**src/rtl/la_ioanalog_seq.sv**
```systemverilog
// Core-side sequencer for the analog pad channels: break-before-make switch
// routing, programmable settle delay, and a majority-filtered comparator read.
module la_ioanalog_seq #(
    parameter int N    = 3,
    parameter int CNTW = 8,
    parameter int SELW = $clog2(N)
) (
    input  logic            clk,
    input  logic            nreset,
    input  logic            req,
    input  logic [SELW-1:0] sel,
    input  logic            off,
    input  logic [CNTW-1:0] dead_cycles,
    input  logic [CNTW-1:0] settle_cycles,
    input  logic            cmp,
    output logic [N-1:0]    en,
    output logic            sample,
    output logic            busy,
    output logic            done,
    output logic            result,
    output logic            err
);

    typedef enum logic [2:0] {
        S_IDLE,
        S_BREAK,
        S_SETTLE,
        S_SAMPLE,
        S_DONE
    } state_t;

    localparam logic [CNTW-1:0] CNT_ONE     = CNTW'(1);
    localparam logic [CNTW-1:0] SAMPLE_LAST = CNTW'(4);

    state_t          state, state_next;
    logic [CNTW-1:0] cnt, cnt_next;
    logic [SELW-1:0] sel_q;
    logic [CNTW-1:0] settle_q;
    logic            conn_valid;
    logic [SELW-1:0] conn_idx;
    logic            cmp_meta, cmp_sync;
    logic [1:0]      cap;
    logic            err_q;

    logic accept, go_off, sel_bad, same_ch;
    logic conn_load, conn_clear;

    assign go_off  = (state == S_IDLE) && off;
    assign accept  = (state == S_IDLE) && req && !off;
    assign sel_bad = (int'(sel) >= N);
    assign same_ch = conn_valid && (conn_idx == sel);

    // NOTE: every signal written here gets a default first, so no path leaves
    // a value unassigned and no latch is inferred.
    always_comb begin
        state_next = state;
        cnt_next   = cnt;
        conn_load  = 1'b0;
        conn_clear = go_off;
        case (state)
            S_IDLE: begin
                if (accept) begin
                    if (sel_bad) begin
                        state_next = S_DONE;
                    end else if (same_ch) begin
                        state_next = S_SAMPLE;
                        cnt_next   = SAMPLE_LAST;
                    end else begin
                        state_next = S_BREAK;
                        conn_clear = 1'b1;
                        cnt_next   = (dead_cycles == '0) ? '0 : dead_cycles - CNT_ONE;
                    end
                end
            end
            S_BREAK: begin
                if (cnt == '0) begin
                    conn_load = 1'b1;
                    if (settle_q != '0) begin
                        state_next = S_SETTLE;
                        cnt_next   = settle_q - CNT_ONE;
                    end else begin
                        state_next = S_SAMPLE;
                        cnt_next   = SAMPLE_LAST;
                    end
                end else begin
                    cnt_next = cnt - CNT_ONE;
                end
            end
            S_SETTLE: begin
                if (cnt == '0) begin
                    state_next = S_SAMPLE;
                    cnt_next   = SAMPLE_LAST;
                end else begin
                    cnt_next = cnt - CNT_ONE;
                end
            end
            S_SAMPLE: begin
                if (cnt == '0) begin
                    state_next = S_DONE;
                end else begin
                    cnt_next = cnt - CNT_ONE;
                end
            end
            S_DONE:  state_next = S_IDLE;
            default: state_next = S_IDLE;
        endcase
    end

    // NOTE: sequential state uses non-blocking assignments so every register
    // samples pre-edge values regardless of statement order.
    always_ff @(posedge clk or negedge nreset) begin
        if (!nreset) begin
            state <= S_IDLE;
            cnt   <= '0;
        end else begin
            state <= state_next;
            cnt   <= cnt_next;
        end
    end

    always_ff @(posedge clk or negedge nreset) begin
        if (!nreset) begin
            sel_q      <= '0;
            settle_q   <= '0;
            conn_valid <= 1'b0;
            conn_idx   <= '0;
            cmp_meta   <= 1'b0;
            cmp_sync   <= 1'b0;
            cap        <= '0;
            err_q      <= 1'b0;
            result     <= 1'b0;
        end else begin
            cmp_meta <= cmp;
            cmp_sync <= cmp_meta;
            if (accept) begin
                sel_q    <= sel;
                settle_q <= settle_cycles;
                err_q    <= sel_bad;
            end
            if (conn_clear) begin
                conn_valid <= 1'b0;
            end else if (conn_load) begin
                conn_valid <= 1'b1;
                conn_idx   <= sel_q;
            end
            // Captures land in SAMPLE cycles 3 and 4; cycle 5 uses the live bit.
            if (state == S_SAMPLE && (cnt == CNTW'(2) || cnt == CNT_ONE))
                cap <= {cap[0], cmp_sync};
            if (state == S_SAMPLE && cnt == '0)
                result <= (cap[1] & cap[0]) | (cap[1] & cmp_sync) | (cap[0] & cmp_sync);
        end
    end

    assign en     = conn_valid ? (N'(1) << conn_idx) : '0;
    assign sample = (state == S_SAMPLE);
    assign busy   = (state != S_IDLE);
    assign done   = (state == S_DONE);
    assign err    = done & err_q;

endmodule
```
**config.mk**
```make
export PLATFORM = sky130hd
export DESIGN_NAME = la_ioanalog_seq
export DESIGN_NICKNAME = d
export VERILOG_FILES = /design/src/rtl/la_ioanalog_seq.sv
export SDC_FILE = /design/constraint.sdc
export NUM_CORES = 1
export LEC_CHECK = 0
export BUFFER_PORTS_ARGS = -buffer_cell sky130_fd_sc_hd__buf_2
export CAP_MARGIN = 20
export CORE_ASPECT_RATIO = 0.75
export CORE_MARGIN = 2
export CORE_UTILIZATION = 60
export DETAILED_ROUTE_END_ITERATION = 8
export HOLD_SLACK_MARGIN = 0.03
export PLACE_DENSITY = 0.89
export SLEW_MARGIN = 40
export SYNTH_ARGS = -nofsm -noshare
export SYNTH_HDL_FRONTEND = slang
export SYNTH_SLANG_ARGS = --single-unit
```
**constraint.sdc**
```tcl
create_clock -name clk -period 4.5 [get_ports clk]
set_input_delay 0.45 -clock clk [delete_from_list [all_inputs] [get_ports clk]]
set_output_delay 0.45 -clock clk [all_outputs]
set_load 0.01 [all_outputs]
```
Word-level counts from Yosys, hierarchy flattened
Index checks and enable logic that the tools add are counted.
- register bits: 30
- input port bits: 23
- output and inout port bits: 8
- logic and storage cells: 80
- add/sub/neg operators: 3
- magnitude comparators: 1
- equality and inequality tests: 13
- shifts and indexed selects: 1
- mux-type cells: 26
- bitwise logic cells: 7
- reduce and logical (&&, ||, !) cells: 18
- operators by type and width (operator ; count):
    two-way mux 8 bit ; 8
    one-hot mux 8 bit (4 select lines) ; 1
    subtractor 8 x 1 -> 8 bit, second input constant ; 3
    two-way mux 3 bit ; 6
    logical NOT 8 bit ; 2
    one-hot mux 3 bit (4 select lines) ; 1
    != test 2 bit, second input constant ; 5
    two-way mux 1 bit ; 9
    == test 8 x 1 -> 1 bit, second input constant ; 1
    == test 8 x 2 -> 1 bit, second input constant ; 1
    AND reduction 4 bit ; 2
    nonzero test 8 bit ; 1
    == test 3 x 2 -> 1 bit, second input constant ; 2
    logical AND 1 bit ; 6
    bitwise AND 1 bit ; 4
    nonzero test 4 bit ; 1
    == test 3 x 1 -> 1 bit, second input constant ; 1
    == test 3 bit, second input constant ; 1
    logical NOT 3 bit ; 1
    nonzero test 3 bit ; 1
    << shifter 1 x 2 -> 3 bit, first input constant ; 1
    == test 2 bit ; 1
    greater-or-equal comparator 2 bit, second input constant ; 1
    two-way mux 2 bit ; 1
    other kinds (7) ; 8

Depth between registers and ports, before layout
- depth in word-level cells: 8
- gate-level depth with buffers: 8
- depth with buffers taken out: 7

Worst setup path before layout
No wires, ideal clock.
- path kind: register to register
- from: reg cnt[0]
- to: reg cnt[3]
- setup time: 126 ps
- data arrival time: 2020 ps
- data required time: 4374 ps
- slack: 2354 ps
- stages on the path, launching flop included: 9
- path buffers: 1
- period minus slack after synthesis: 2146 ps
- path through: dfrtp_1 > inv_1 > ha_1 > or3b_2 > nor2_4 > a311o_1 > buf_4 > nor2_2 > a221o_1
- cells in the longest elaborated chain, start to end: 3
- elaborated cells between the ends (all ways): 8
- those cells by class: 1 x add/sub; 1 x eq/ne; 4 x mux; 2 x reduce/logical
- RTL lines (element ; RTL line ; source):
    from (decl) ; 36 ; logic [CNTW-1:0] cnt, cnt_next;
    from (signal assigned) ; 117 ; cnt <= cnt_next;
    subtractor 8 x 1 -> 8 bit or logical NOT 8 bit (tied branches) ; -- ;
    two-way mux 8 bit (tied with other cells) ; 98 ; if (cnt == '0) begin
    one-hot mux 8 bit (4 select lines) or AND reduction 4 bit (tied branches) ; -- ;
Parallel ways exist; a longest one is shown, timed or not. The select of a mux whose other input is x is not followed.
A chain may end at the register's enable or synchronous reset.

Worst setup path in the final report
Ends and elaborated chain as after synthesis.

==> summary.txt <==
RSZ-0062 raised after global routing: false
Pleak: 0.0009916 uW
Num rows: 17
Post-synthesis sequential area ratio: 0.3934
Synth Warn #: 0
Max incr delay on CP: 520 ps
Endpoints failing hold: 0
Via count: 1659
FMAX: 0.4068 GHz
Hold_buf cts: 0
Fraction of layout cells with a size suffix above 1: 0.2586
Synth Cell Area: 1908 sq um
Arr. time, crit path: 2630 ps
Slowest-stage cell, CP: or3b_2
Final Max Tran Viols: 0
Setup Crit Path Kind: reg -> reg
Crit path max-delay family: simple AND/OR/NAND/NOR gates
Post-synth cell types: 49
Post-synthesis cell count: 199
Post-route ant nets: 0
Area Growth Syn to Fin: 14.29%
H-tree depth: 2
GRT Util Overall: 0.2542
Postcts setup bufs: 0
Die Ht: 52.84 um
Minimum clock period: 2458 ps
Rel. slew slack: 0.5664
Final setup vio count: 0
Routed wire per std cell: 15.47 um
Max-cap violations: 0
Synth area leader: dfrtp_1
NumNets Final: 261
Post-synth EDFFs: 0
VDD IR max: 0.2120 mV
# IOs: 31
Most used flip-flop cell after synthesis: dfrtp_1
Via density: 6.144
Post-Syn Area per Cell: 9.588 sq um
Post-synth top area share: 0.3934
Clk buf depth: 2
Req. time, crit path: 4670 ps
DP HPWL: 3.217 mm
Post-synthesis async set-or-reset flop share: 1.000
Die area: 3652 sq um
Period utilization: 0.5463
Status: completed
Worst hold path class: in -> async
Iter 0 DRT Violations: 183
Placer Congestion: 0.8960
Measured slew at the worst slew-check pin: 650.5 ps
Area contributors post-synth: dfrtp_1, mux2_2, ha_1
IO buf count: 30
Clk sink count: 30
Initial antenna violation count: 0
Vias in the first global route: 1497
Core area: 2978 sq um
Setup Skew: 3.188 ps
Largest net degree at the start of global routing: 31
CP Max Fanout: 9
Ratio of total power to cell area: 253.0 nW/um^2
Critical Path End Type: flip-flop
TritonCTS buffer count: 5
Syn nets: 229
CTS Root Cell: clkbuf_8
Bufs and invs on worst path: 1
CTS tree: built
Total Routed Length: 4.177 mm
Fillers: 212
Accumulated negative setup slack: 0 ps
Clock latency on the worst-skew pair: 280 ps
Antenna Cells: 0
Crit path launch type: flip-flop
Starting density of the core: 0.6408
First-pass GRT wire length: 6.996 mm
Post-CTS Resized: 0
Initial DRT Pass Iterations: 4
Die width: 69.12 um
Seq cells post-synth: 30
Post-DP Area: 2083 sq um
Drc violations: 0
Post-route cell area: 2181 sq um
GRT overflow: 0
Worst-path cell chain: inv_1, ha_1, or3b_2, nor2_4, a311o_1, nor2_2, a221o_1
Worst-path clk slew: 60 ps
[cell usage in the layout (no fill, tap or decap), types with 2 or more instances in the layout]
master,count
a21boi_0,3
a21oi_1,5
a221o_1,3
a2bb2oi_1,4
a31oi_1,2
buf_2,30
clkbuf_8,6
dfrtp_1,30
ha_1,7
inv_1,10
mux2_2,14
nand2_1,13
nand2b_1,5
nand3_1,6
nor2_1,16
nor3_1,7
nor3b_1,5
nor4_1,5
o21ai_0,9
o22ai_1,5
o31ai_1,3
or2_2,2
or3_1,2
xnor2_1,9
xor2_1,5
[where the power goes]
part	internal, uW	switching (uW)	total [uW]
Sequential	275	4.91	280
Clock	123	99.0	222
Combinational	22.8	26.9	49.7
Total	421	131	552
[registers in the layout (all words and copies together), names as in the netlist]
| name | cells |
|---|---|
| cnt | 8 |
| conn_valid | 1 |
| cmp_sync | 1 |
| settle_q | 8 |
| err_q | 1 |
| result | 1 |
| cmp_meta | 1 |
| sel_q | 2 |
| cap | 2 |
| state | 3 |
| conn_idx | 2 |
[metal layers]
metal  track usage  vias to the layer above  share of wire
li1              -                      797              -
met5             0                        -              0
met2        0.3830                       54           0.47
met4        0.1046                        0         0.0096
met1        0.3480                      802           0.46
met3       0.07115                        6          0.060
[worst reg2reg max path: stages, from the launching register on]
cell     delay, ps
dfrtp_1        420
inv_1          130
ha_1           240
or3b_2         520
nor2_4         180
a311o_1        410
nor2_2         100
a221o_1        350
[cell usage after synthesis (2+ instances only)]
cell,n
a221o_1,3
a21oi_1,5
mux2_2,14
xor2_1,5
nor4_1,5
a2bb2oi_1,4
o31ai_1,3
xnor2_1,9
inv_1,10
nand2b_1,5
or3_1,2
nor2_1,16
nor3_1,7
nor3b_1,5
dfrtp_1,30
or2_2,2
clkbuf_1,3
a21boi_0,3
a311oi_1,2
ha_1,7
nand2_1,13
o22ai_1,5
a31oi_1,2
nand3_1,6
o21ai_0,9
[per-stage QoR]
step           utilization  hold WS (ps)  total power (uW)  cells  worst slack, ps
2_1_floorplan            -         154.4             310.2    199             2354
3_3_place_gp        0.6996         333.5             332.7    262             2145
3_5_place_dp        0.6996         359.0             334.7    262             2006
4_1_cts             0.7303         207.0             555.9    270             1996
5_1_grt             0.7324         246.4             578.8    270             1932
6_report            0.7324         185.8             551.7    270             2042
[path summary, 6_finish.rpt]
path,slack (ps),endpoint,startpoint,cells past startpoint
max reg2reg,2040,cnt[3],cnt[0],7
min,190,cnt[5],nreset,1
max in group asynchronous,3880,settle_q[4],nreset,1
min in group clk,270,cmp_meta,cmp,1
min reg2reg,360,cmp_sync,cmp_meta,0
max,2040,cnt[3],cnt[0],7
[final cells by class]
cell class                      count  area, sq um  area share
Clock inverter                      1        5.005    0.002295
Sequential cell                    30        750.7      0.3442
Multi-Input combinational cell    154         1104      0.5060
Timing Repair Buffer               30        150.1     0.06885
Clock buffer                        7        86.33     0.03959
Inverter                           10        37.54     0.01721
Tap cell                           38        47.55     0.02180
[cell families after synthesis]
logic type	Yosys count	synth area share
AOI/OAI and AO/OA	47	0.1790
xor gates and xnor gates	14	0.06426
adders and majority gates	8	0.05115
buffers and inverters	15	0.03148
DFF	30	0.3934
muxes	14	0.08262
and+or+nand+nor	71	0.1980
(Power assumes the default switching activity.)
